File: src/rtl/detect_sched_pkg.sv
// Shared types and constants for the detect/count/down-count session scheduler.
package detect_sched_pkg;

  localparam int STATE_W            = 3;
  localparam int TIMEOUT_CYCLES_DEF = 64;

  typedef enum logic [STATE_W-1:0] {
    S_IDLE   = 3'd0,
    S_INIT   = 3'd1,
    S_DETECT = 3'd2,
    S_COUNT  = 3'd3,
    S_LOAD   = 3'd4,
    S_DOWN   = 3'd5,
    S_DONE   = 3'd6
  } state_t;

endpackage

File: src/rtl/detect_sched_if.sv
// Session handshake between two requesters and the scheduler.
interface detect_sched_if;
  logic [1:0] req;
  logic [1:0] grant;
  logic       ready;
  logic       done;
  logic       err;

  modport master (output req, input grant, ready, done, err);
  modport slave  (input req, output grant, ready, done, err);
endinterface

File: src/rtl/detect_sched_rr_arbiter_2.sv
// Two-way round-robin pick; purely combinational, the scheduler registers the result.
module rr_arbiter_2 (
  input  logic [1:0] req,
  input  logic       rr_ptr,
  output logic [1:0] grant
);

  always_comb begin
    grant = 2'b00;
    case (req)
      2'b01:   grant = 2'b01;
      2'b10:   grant = 2'b10;
      2'b11:   grant = rr_ptr ? 2'b10 : 2'b01;
      default: grant = 2'b00;
    endcase
  end

endmodule

File: src/rtl/detect_sched.sv
// Session scheduler sharing one detector/counter/down-counter datapath between two requesters.
// Optional DETECT-phase timeout is built when DETECT_SCHED_TIMEOUT_EN is defined.
//
//   state    | meaning
//   ---------+---------------------------------------------------
//   S_IDLE   | free, ready=1, arbitrate on any req
//   S_INIT   | preset counter to 8, start detector (one cycle)
//   S_DETECT | wait for pattern (optionally bounded by timeout)
//   S_COUNT  | run 8-count until carry
//   S_LOAD   | load and start down-counter (one cycle)
//   S_DOWN   | run down-counter until carry
//   S_DONE   | done pulse, release grant, advance rr_ptr
module detect_sched
  import detect_sched_pkg::*;
#(
  parameter int TIMEOUT_CYCLES = TIMEOUT_CYCLES_DEF
) (
  input  logic           clk,
  input  logic           rst,
  detect_sched_if.slave  bus,
  input  logic           w_detector,
  input  logic           co_counter,
  input  logic           co_downcounter,
  output logic           set_8,
  output logic           en_detector,
  output logic           en_counter,
  output logic           load_downcounter,
  output logic           en_downcounter
);

  if (TIMEOUT_CYCLES < 2 || TIMEOUT_CYCLES > 255) begin : g_bad_timeout
    $error("detect_sched: TIMEOUT_CYCLES must be within 2..255");
  end

  state_t     state;
  logic [1:0] grant_q;
  logic       ready_q;
  logic       done_q;
  logic       rr_ptr;
  logic [1:0] arb_grant;

  rr_arbiter_2 u_arb (
    .req    (bus.req),
    .rr_ptr (rr_ptr),
    .grant  (arb_grant)
  );

`ifdef DETECT_SCHED_TIMEOUT_EN
  localparam logic [7:0] TMO_LAST = 8'(TIMEOUT_CYCLES - 1);
  logic [7:0] tmo_cnt;
  logic       err_q;
  assign bus.err = err_q;
`else
  assign bus.err = 1'b0;
`endif

  assign bus.grant = grant_q;
  assign bus.ready = ready_q;
  assign bus.done  = done_q;

  always_ff @(posedge clk) begin
    if (rst) begin
      state   <= S_IDLE;
      grant_q <= 2'b00;
      ready_q <= 1'b1;
      done_q  <= 1'b0;
      rr_ptr  <= 1'b0;
`ifdef DETECT_SCHED_TIMEOUT_EN
      tmo_cnt <= 8'd0;
      err_q   <= 1'b0;
`endif
    end else begin
      done_q <= 1'b0;
`ifdef DETECT_SCHED_TIMEOUT_EN
      err_q  <= 1'b0;
`endif
      case (state)
        S_IDLE: begin
          if (bus.req != 2'b00) begin
            grant_q <= arb_grant;
            ready_q <= 1'b0;
            state   <= S_INIT;
          end
        end
        S_INIT: begin
`ifdef DETECT_SCHED_TIMEOUT_EN
          tmo_cnt <= 8'd0;
`endif
          state <= S_DETECT;
        end
        S_DETECT: begin
`ifdef DETECT_SCHED_TIMEOUT_EN
          tmo_cnt <= tmo_cnt + 8'd1;
`endif
          // A pattern seen on the last allowed cycle still wins over the timeout.
          if (w_detector) begin
            state <= S_COUNT;
          end
`ifdef DETECT_SCHED_TIMEOUT_EN
          else if (tmo_cnt == TMO_LAST) begin
            state  <= S_DONE;
            done_q <= 1'b1;
            err_q  <= 1'b1;
          end
`endif
        end
        S_COUNT: begin
          if (co_counter) state <= S_LOAD;
        end
        S_LOAD: begin
          state <= S_DOWN;
        end
        S_DOWN: begin
          if (co_downcounter) begin
            state  <= S_DONE;
            done_q <= 1'b1;
          end
        end
        S_DONE: begin
          rr_ptr  <= grant_q[0];
          grant_q <= 2'b00;
          ready_q <= 1'b1;
          state   <= S_IDLE;
        end
        default: begin
          grant_q <= 2'b00;
          ready_q <= 1'b1;
          state   <= S_IDLE;
        end
      endcase
    end
  end

  always_comb begin
    set_8            = 1'b0;
    en_detector      = 1'b0;
    en_counter       = 1'b0;
    load_downcounter = 1'b0;
    en_downcounter   = 1'b0;
    case (state)
      S_INIT: begin
        set_8       = 1'b1;
        en_detector = 1'b1;
      end
      S_DETECT: begin
        en_detector = ~w_detector;
        en_counter  = w_detector;
      end
      S_COUNT: en_counter = 1'b1;
      S_LOAD: begin
        load_downcounter = 1'b1;
        en_downcounter   = 1'b1;
      end
      S_DOWN:  en_downcounter = ~co_downcounter;
      default: ;
    endcase
  end

endmodule
File: src/flat_wrapper.sv
// flat-port wrapper written by rule: the top's interface ports become plain ports
module detect_sched_flat import detect_sched_pkg::*;
#(
  parameter int TIMEOUT_CYCLES = TIMEOUT_CYCLES_DEF
)
  (clk, rst, w_detector, co_counter, co_downcounter, set_8, en_detector, en_counter, load_downcounter, en_downcounter, bus_req, bus_grant, bus_ready, bus_done, bus_err);
  detect_sched_if bus_i ();
  input  logic clk;
  input  logic rst;
  input  logic w_detector;
  input  logic co_counter;
  input  logic co_downcounter;
  output logic set_8;
  output logic en_detector;
  output logic en_counter;
  output logic load_downcounter;
  output logic en_downcounter;
  input wire logic [$bits(bus_i.req)-1:0] bus_req;
  output wire logic [$bits(bus_i.grant)-1:0] bus_grant;
  output wire logic [$bits(bus_i.ready)-1:0] bus_ready;
  output wire logic [$bits(bus_i.done)-1:0] bus_done;
  output wire logic [$bits(bus_i.err)-1:0] bus_err;
  assign bus_i.req = bus_req;
  assign bus_grant = bus_i.grant;
  assign bus_ready = bus_i.ready;
  assign bus_done = bus_i.done;
  assign bus_err = bus_i.err;
  detect_sched #(.TIMEOUT_CYCLES(TIMEOUT_CYCLES)) u_core (.clk(clk), .rst(rst), .bus(bus_i), .w_detector(w_detector), .co_counter(co_counter), .co_downcounter(co_downcounter), .set_8(set_8), .en_detector(en_detector), .en_counter(en_counter), .load_downcounter(load_downcounter), .en_downcounter(en_downcounter));
endmodule
File: config.mk
export PLATFORM = sky130hd
export DESIGN_NAME = detect_sched_flat
export DESIGN_NICKNAME = d
export VERILOG_FILES = /design/src/rtl/detect_sched_pkg.sv /design/src/rtl/detect_sched_if.sv /design/src/rtl/detect_sched_rr_arbiter_2.sv /design/src/rtl/detect_sched.sv /design/src/flat_wrapper.sv
export SDC_FILE = /design/constraint.sdc
export NUM_CORES = 1
export LEC_CHECK = 0
export CAP_MARGIN = 10
export CORE_AREA = 2 2 39 41
export DETAILED_ROUTE_END_ITERATION = 7
export DIE_AREA = 0 0 41 43
export GPL_TIMING_DRIVEN = 0
export PLACE_DENSITY = 0.63
export SLEW_MARGIN = 10
export SYNTH_ARGS = -nofsm -noshare
export SYNTH_HDL_FRONTEND = slang
export SYNTH_SLANG_ARGS = --single-unit
File: constraint.sdc
create_clock -name clk -period 3.3 [get_ports clk]
set_input_delay 0.99 -clock clk [delete_from_list [all_inputs] [get_ports clk]]
set_output_delay 0.99 -clock clk [all_outputs]
set_load 0.05 [all_outputs]
Yosys cells after proc, flatten, opt, wreduce, memory -nomap -nowiden
Index checks and enable logic that the tools add are counted.
{"block": "op_classes", "bitwise_logic": 4, "n_mux": 17, "n_eq_ne": 13, "n_reduce_logical": 6}
{"operator": "$pmux W3 S6", "n": 1}
{"operator": "$mux W3", "n": 4}
{"operator": "$eq A3 B3 Y1 const B", "n": 3}
{"operator": "$pmux W1 S2", "n": 4}
{"operator": "$eq A3 B2 Y1 const B", "n": 2}
{"operator": "$ne A2 B2 Y1 const B", "n": 3}
{"operator": "$pmux W2 S3", "n": 1}
{"operator": "$reduce_or A5 Y1", "n": 1}
{"operator": "$eq A2 B2 Y1 const B", "n": 2}
{"operator": "$mux W1", "n": 4}
{"operator": "$mux W2", "n": 2}
{"operator": "$not A1 Y1", "n": 4}
{"operator": "$pmux W2 S2", "n": 1}
{"operator": "$reduce_and A4 Y1", "n": 1}
{"operator": "$eq A3 B1 Y1 const B", "n": 1}
{"operator": "$logic_not A3 Y1", "n": 1}
{"operator": "$eq A2 B1 Y1 const B", "n": 1}
{"operator": "$ne A2 B1 Y1 const B", "n": 1}
{"operator": "$reduce_and A2 Y1", "n": 1}
{"operator": "$reduce_bool A2 Y1", "n": 1}
{"operator": "$reduce_or A2 Y1", "n": 1}
{"block": "word_totals", "wordCells": 45, "in_bits": 7, "out_inout_bits": 10, "register_bits": 8}

Logic depth before layout (Yosys ltp)
Gate-level depths: netlist (run 1).
{"block": "logic_depth", "ltp_word": 4, "ltp_mapped": 4, "depth_no_buf": 3}

By module
A second synthesis (run 1) with hierarchy kept.
{"block": "hier_totals", "hier_cells": 53, "area_unflattened_um2": 462.9}
{"mod": "detect_sched", "instances": 1, "area_each_um2": 444.2, "cells_each": 50, "seq_area_each_um2": 160.2}
{"mod": "rr_arbiter_2", "instances": 1, "area_each_um2": 18.8, "cells_each": 3, "seq_area_each_um2": 0.0}

Least setup slack after synthesis (run 1)
No wires, ideal clock.
{"block": "synth_timing", "path_type": "input to output", "start": "input w_detector", "end": "output en_counter", "path_buffers": 0, "arrival_time_ns": 2.175, "path_stages": 2, "slack_ns": 0.135, "t_required_ns": 2.310, "path_cell_list": "nor2_1 -> nor3b_1"}
{"block": "synth_via", "elab_chain_cells": 1}
{"item": "start: declaration", "line_no": "flat_wrapper.sv:10", "rtl": "input logic w_detector;"}
{"item": "$pmux W1 S2", "line_no": "detect_sched.sv:140", "rtl": "case (state)"}
{"item": "end: declaration", "line_no": "flat_wrapper.sv:15", "rtl": "output logic en_counter;"}
Every way passes these cells.

Final worst setup path (run 1)
Same ends and word-level chain as after synthesis.

==> results of run 1 <==
==> kinds of logic after synthesis <==
family,Yosys count,share of synthesized area
buffers and inverters,5,0.0843
AOI/OAI and AO/OA,14,0.230
other,1,0.00842
and+or+nand+nor,22,0.295
muxes,1,0.0225
DFF,8,0.360
==> final timing paths <==
kind | start | cells past startpoint | slack [ns] | to
worst max-delay path | w_detector | 4 | 0.08 | en_counter
worst max register to register | u_core.state[0] | 2 | 2.18 | u_core.bus.ready
worst min register to register | u_core.rr_ptr | 2 | 0.48 | u_core.rr_ptr
worst min-delay path | u_core.rr_ptr | 2 | 0.48 | u_core.rr_ptr
==> layout by cell type (no fill, tap or decap) <==
master	instances
nand2_1	2
clkbuf_4	3
nor2_2	1
o21ai_1	2
o22ai_1	1
o21ai_0	1
buf_4	3
nand2b_1	6
a211oi_2	1
clkdlybuf4s50_1	12
nor3_1	1
nand3b_1	1
dlygate4sd2_1	2
nor4_1	1
nand3_1	1
o31ai_1	1
buf_6	1
inv_1	1
mux2i_1	1
nand4b_1	3
a221oi_2	1
nor2_1	4
dfxtp_1	8
clkbuf_2	1
a21o_1	1
a21o_2	1
nor3b_1	2
a21oi_1	4
conb_1	1
o211a_1	1
==> power breakdown <==
part / internal [µW] / leakage (µW) / total [µW] / switching, µW
Clock: 41.9 / 0.0000138 / 78.8 / 36.9
Sequential: 106 / 0.0000658 / 117 / 10.5
Combinational: 51.3 / 0.000181 / 134 / 83.1
==> through the flow <==
stage / setup TNS (ns) / util / hold slack, ns / area (µm²)
2_1_floorplan: 0 / - / 0.447 / 445
5_1_grt: 0 / 0.456 / 0.503 / 631
3_5_place_dp: -0.549 / 0.445 / 0.460 / 616
3_3_place_gp: -0.512 / 0.445 / 0.466 / 616
6_report: 0 / 0.456 / 0.480 / 631
4_1_cts: 0 / 0.458 / 0.481 / 634
==> layer usage <==
metal	global-route usage	vias to the layer above	routed length, µm
met5	0	-	0
li1	-	217	-
met2	0.181	17	455
met4	0.0800	0	30
met3	0.0314	5	73
met1	0.188	197	504
==> layout make-up <==
class	count	area [µm²]
Inverter	1	3.75
Multi-Input combinational cell	38	248
Clock buffer	3	22.5
Fill cell	143	753
Buffer	4	33.8
Timing Repair Buffer	15	143
Sequential cell	8	160
Tap cell	16	20.0
==> cell usage after synthesis, types with 2 or more instances <==
master and count:
nand4b_1 3, nand2_1 2, nor3b_1 2, nor2_1 4, nand2b_1 6, o21ai_1 2, buf_4 3, a21oi_1 4
dfxtp_1 8
==> sequential cells by signal, summed over array words and instances, names as in the netlist <==
register          flops
u_core.state          3
u_core.bus.done       1
u_core.rr_ptr         1
u_core.bus.grant      2
u_core.bus.ready      1
==> critical path: cells and delay by family <==
| family | cells | cell delay (ns) |
|---|---|---|
| and+or+nand+nor | 2 | 0.22 |
| buffers and inverters | 2 | 1.02 |
==> what timing repair did <==
item	in CTS	in global routing
endpoints found under the setup margin	3	1
hold buffers	0	0
resized for setup	3	2
pin swaps	0	0
==> run summary, run 1 <==
Seq/Total Area, Yosys -> 0.360
Gr usage total -> 0.135
Power Density -> 523 mW/mm²
H-tree levels -> 1
Finished Layout Cells -> 85
Std cell rows -> 14
Clock Sinks -> 8
Worst EP arrival -> 2.23 ns
Dpl ws -> -0.219 ns
Worst path max stage delay -> 0.55 ns
Pin count of the biggest net entering global routing -> 11
P_leak -> 0.000260 µW
CP required -> 2.31 ns
Setup Viol. Count Final -> 0
I/O Buffers -> 15
Post-Synthesis Cells -> 51
CTS buffer count -> 3
Flops & latches, synth -> 8
Ys flop type -> dfxtp_1
Average size of a mapped cell -> 8.73 µm²
Clock Latency Late Sink -> 0.26 ns
Floorplan die area -> 0.00176 mm²
DR DRC count -> 0
CTS root buf -> clkbuf_4
Total power -> 330 µW
P&R area growth vs syn -> 41.6%
Die width -> 41 µm
Share of cells above drive strength 1 -> 0.174
Pre-antenna DRT Iters -> 4
Unrepaired setup endpoints after global routing -> no
Postcts setup bufs -> 0
Slew Limit Fails -> 0
Worst slew pin tran -> 0.494 ns
Drt first-iter violations -> 6
Post-synth top area share -> 0.360
Final period utilization -> 0.975
DRT antenna net count -> 0
Area of the core -> 0.00138 mm²
WL/cell -> 12.5 µm
First-pass GRT wire length -> 1.60 mm
Yosys warns -> 0
Mapped Area -> 445 µm²
HP Class -> reg2reg
DP HPWL -> 734 µm
Critical Path End Type -> output pin
Total of max-cap violations -> 0
Vias -> 436
Max IR drop VDD -> 0.230 mV
Slew HR -> 0.668
I/O pin total -> 17
ANT cells -> 0
Synthesized Nets -> 58
Yosys cell types -> 26
Post-route setup slack -> 0.0829 ns
Yosys top cell by area -> dfxtp_1
Vias in the first global route -> 382
Status -> finished clean
Placed cell count -> 82
Global route overflow -> 0
CP max-delay cell -> dlygate4sd2_1
Fin Clk Skew -> 0.00516 ns
Initial antenna violation count -> 0
Post-synth EDFFs -> 0
CTS tree -> built
Initial Util -> 0.322
Minimum clock period -> 3.22 ns
CTS max path bufs -> 2
Routed vias/inst -> 5.13
Share of flip-flops with an asynchronous set or reset -> 0
DIE HEIGHT -> 43 µm
Critical Path, Cell by Cell -> clkdlybuf4s50_1 -> nor2_1 -> nor3b_1 -> dlygate4sd2_1
WS Path Type -> in2out
Clk slew on worst S/H paths -> 0.06 ns
Routability cong. -> 0.697
Detailed Route WL -> 1.06 mm
Final Hold Viols -> 0
FMAX -> 311 MHz
Synth area leaders -> dfxtp_1 36%, nand2b_1 8.4%, nand4b_1 5.9%, buf_4 5.1%, a21oi_1 4.5%
Total Nets Final -> 78
Crit path launch type -> input pin
Critical path peak fanout -> 2
No activity file was read; power rests on OpenSTA's default activity.
==> inputs of run 2 (changes only) <==
--- a/config.mk
+++ b/config.mk
@@ -5,13 +5,13 @@
 export SDC_FILE = /design/constraint.sdc
 export NUM_CORES = 1
 export LEC_CHECK = 0
-export CAP_MARGIN = 10
-export CORE_AREA = 2 2 39 41
+export CORE_AREA = 8 8 45 47
 export DETAILED_ROUTE_END_ITERATION = 7
-export DIE_AREA = 0 0 41 43
+export DIE_AREA = 0 0 53 55
 export GPL_TIMING_DRIVEN = 0
 export PLACE_DENSITY = 0.63
 export SLEW_MARGIN = 10
 export SYNTH_ARGS = -nofsm -noshare
 export SYNTH_HDL_FRONTEND = slang
 export SYNTH_SLANG_ARGS = --single-unit
+export TNS_END_PERCENT = 100
==> run 2 against run 1 <==
  * Routed wire length up 3.2%
  * Via count down 1.8%
  * Non-clock buffer count unchanged
  * Flip-flop and latch count unchanged
  * Register-to-register slack better by 0.03 ns
  * Hold slack worse by 0.0071 ns
  * Setup slack worse by 0.026 ns
  * Count of clock-buffer cells in the layout unchanged
  * Fmax down 0.80%
  * Core utilization up 0.36 points
  * Global-route usage down 5.1 points
  * Critical path type unchanged
==> run summary, run 2 (synthesized netlist as in run 1, its figures left out) <==
Status -> finished clean (unchanged)
Die width -> 53 µm (was 41 µm)
Routed vias/inst -> 5.04 (was 5.13)
ANT cells -> 0 (unchanged)
Bufs and invs on worst path -> 2 (unchanged)
Commonest cells after routing, fill and taps aside -> 12 x clkdlybuf4s50_1, 8 x dfxtp_1, 6 x nand2b_1 (unchanged)
Setup TNS -> 0 ns (unchanged)
Critical path depth -> 4 (unchanged)
Final Cell Area -> 636 µm² (was 631 µm²)
Worst EP arrival -> 2.25 ns (was 2.23 ns)
Detailed Route WL -> 1.10 mm (was 1.06 mm)
Critical Path End Type -> output pin (unchanged)
Setup Viol. Count Final -> 0 (unchanged)
Max reg flops -> 3 (unchanged)
FF-to-FF End -> u_core.bus.ready (unchanged)
Worst r2r path cells -> 2 (unchanged)
Vias -> 428 (was 436)
Dpl ws -> -0.235 ns (was -0.219 ns)
DR DRC count -> 0 (unchanged)
WL/cell -> 12.9 µm (was 12.5 µm)
CP required -> 2.31 ns (about the same)
Pre-antenna DRT Iters -> 4 (unchanged)
I/O Buffers -> 15 (unchanged)
Slew Limit Fails -> 0 (unchanged)
Fin Clk Skew -> 0.000652 ns (was 0.00516 ns)
Worst R2R Start -> u_core.state[0] (unchanged)
P&R area growth vs syn -> 42.7% (was 41.6%)
Fill count -> 140 (was 143)
Unrepaired setup endpoints after global routing -> no (unchanged)
Area of the core -> 0.00138 mm² (unchanged)
DIE HEIGHT -> 55 µm (was 43 µm)
Post-route setup slack -> 0.0570 ns (was 0.0829 ns)
Std cell rows -> 14 (unchanged)
Crit path launch type -> input pin (unchanged)
Critical Path, Cell by Cell -> clkdlybuf4s50_1 -> nor2_1 -> nor3b_1 -> dlygate4sd2_1 (unchanged)
WS Path Type -> in2out (unchanged)
Post-DP Area -> 616 µm² (unchanged)
I/O pin total -> 17 (unchanged)
Most common cell after layout, fill and taps aside -> clkdlybuf4s50_1 (unchanged)
CP delay by family, top -> buffers and inverters (unchanged)
Final period utilization -> 0.983 (was 0.975)
Clk slew on worst S/H paths -> 0.05 ns (was 0.06 ns)
Cells on Worst Hold Path -> 2 (unchanged)
Clock Sinks -> 8 (unchanged)
Minimum clock period -> 3.24 ns (was 3.22 ns)
CTS max path bufs -> 2 (unchanged)
H-tree levels -> 1 (unchanged)
CTS buffer count -> 3 (unchanged)
Global route overflow -> 0 (unchanged)
Drt first-iter violations -> 10 (was 6)
Power Density -> 511 mW/mm² (was 523 mW/mm²)
Initial Util -> 0.322 (unchanged)
First-pass GRT wire length -> 1.83 mm (was 1.60 mm)
FMAX -> 308 MHz (was 311 MHz)
Initial antenna violation count -> 0 (unchanged)
Clock Latency Late Sink -> 0.25 ns (was 0.26 ns)
Critical path peak fanout -> 2 (unchanged)
CTS tree -> built (unchanged)
Hold Crit Start -> u_core.bus.ready (was u_core.rr_ptr)
Worst slew pin tran -> 0.498 ns (was 0.494 ns)
Share of cells above drive strength 1 -> 0.159 (was 0.174)
Final Hold Viols -> 0 (unchanged)
P_leak -> 0.000261 µW (was 0.000260 µW)
Worst reg2reg setup slack -> 2.21 ns (was 2.18 ns)
Vias in the first global route -> 425 (was 382)
CTS root buf -> clkbuf_4 (unchanged)
Hold Crit Endpoint -> u_core.bus.ready (was u_core.rr_ptr)
Total of max-cap violations -> 0 (unchanged)
Most flop-heavy register -> u_core.state (unchanged)
DP HPWL -> 799 µm (was 734 µm)
CTS Hold Bufs -> 0 (unchanged)
Max IR drop VDD -> 0.283 mV (was 0.230 mV)
Pin count of the biggest net entering global routing -> 11 (unchanged)
Floorplan die area -> 0.00292 mm² (was 0.00176 mm²)
Gr usage total -> 0.0843 (was 0.135)
DRT antenna net count -> 0 (unchanged)
Total Nets Final -> 78 (unchanged)
Worst path max stage delay -> 0.55 ns (about the same)
HP Class -> reg2reg (unchanged)
Routability cong. -> 0.721 (was 0.697)
Slew HR -> 0.667 (was 0.668)
CP max-delay cell -> dlygate4sd2_1 (unchanged)
[run 2: how the worst max path moves through the flow]
stage / start / end
floorplan: w_detector / en_counter
global placement: w_detector / en_counter
detailed placement: w_detector / en_counter
CTS: w_detector / en_counter
global route: w_detector / en_counter
finish: w_detector / en_counter
[run 2: repair_timing]
| action | in CTS | in global routing |
|---|---|---|
| cloned | 0 | 0 |
| endpoints found under the setup margin | 3 | 1 |
| resized for setup | 3 | 1 |
| setup buffers | 0 | 0 |
[run 2: layout make-up]
cell class	instances	area, µm²	area share
repair buffers	15	148	0.232
plain buffers	4	33.8	0.0531
well taps	16	20.0	0.0315
flip-flops and latches	8	160	0.252
multi-input cells	38	248	0.390
inverters	1	3.75	0.00591
clock buffers	3	22.5	0.0354
[run 2: power breakdown]
group          switching (µW)  leakage [µW]  total, µW  internal, µW
combinational            83.9      0.000181        137          52.6
sequential               10.2     0.0000658        117           107
clock                    29.9     0.0000138       71.3          41.4
[run 2: tightest hold or removal path, cell delays in order, from the launching register on]
cell     delay (ns)
dfxtp_1        0.31
inv_1          0.04
o21ai_0        0.07
[run 2: per-stage QoR]
stage	hold WS [ns]	total power, µW	cells	util
final	0.473	325	85	0.459
after global routing	0.525	345	85	0.459
after CTS	0.477	329	85	0.458
after detailed placement	0.470	258	82	0.445
after global placement	0.465	258	82	0.445
after floorplan	0.447	214	51	-
[run 2: routing by layer]
metal  track usage  part of all wire  up-vias
li1              -                 -      219
met5             0                 0        -
met2         0.127              0.42       11
met3        0.0187             0.054        4
met1        0.0977              0.50      194
met4        0.0776             0.026        0
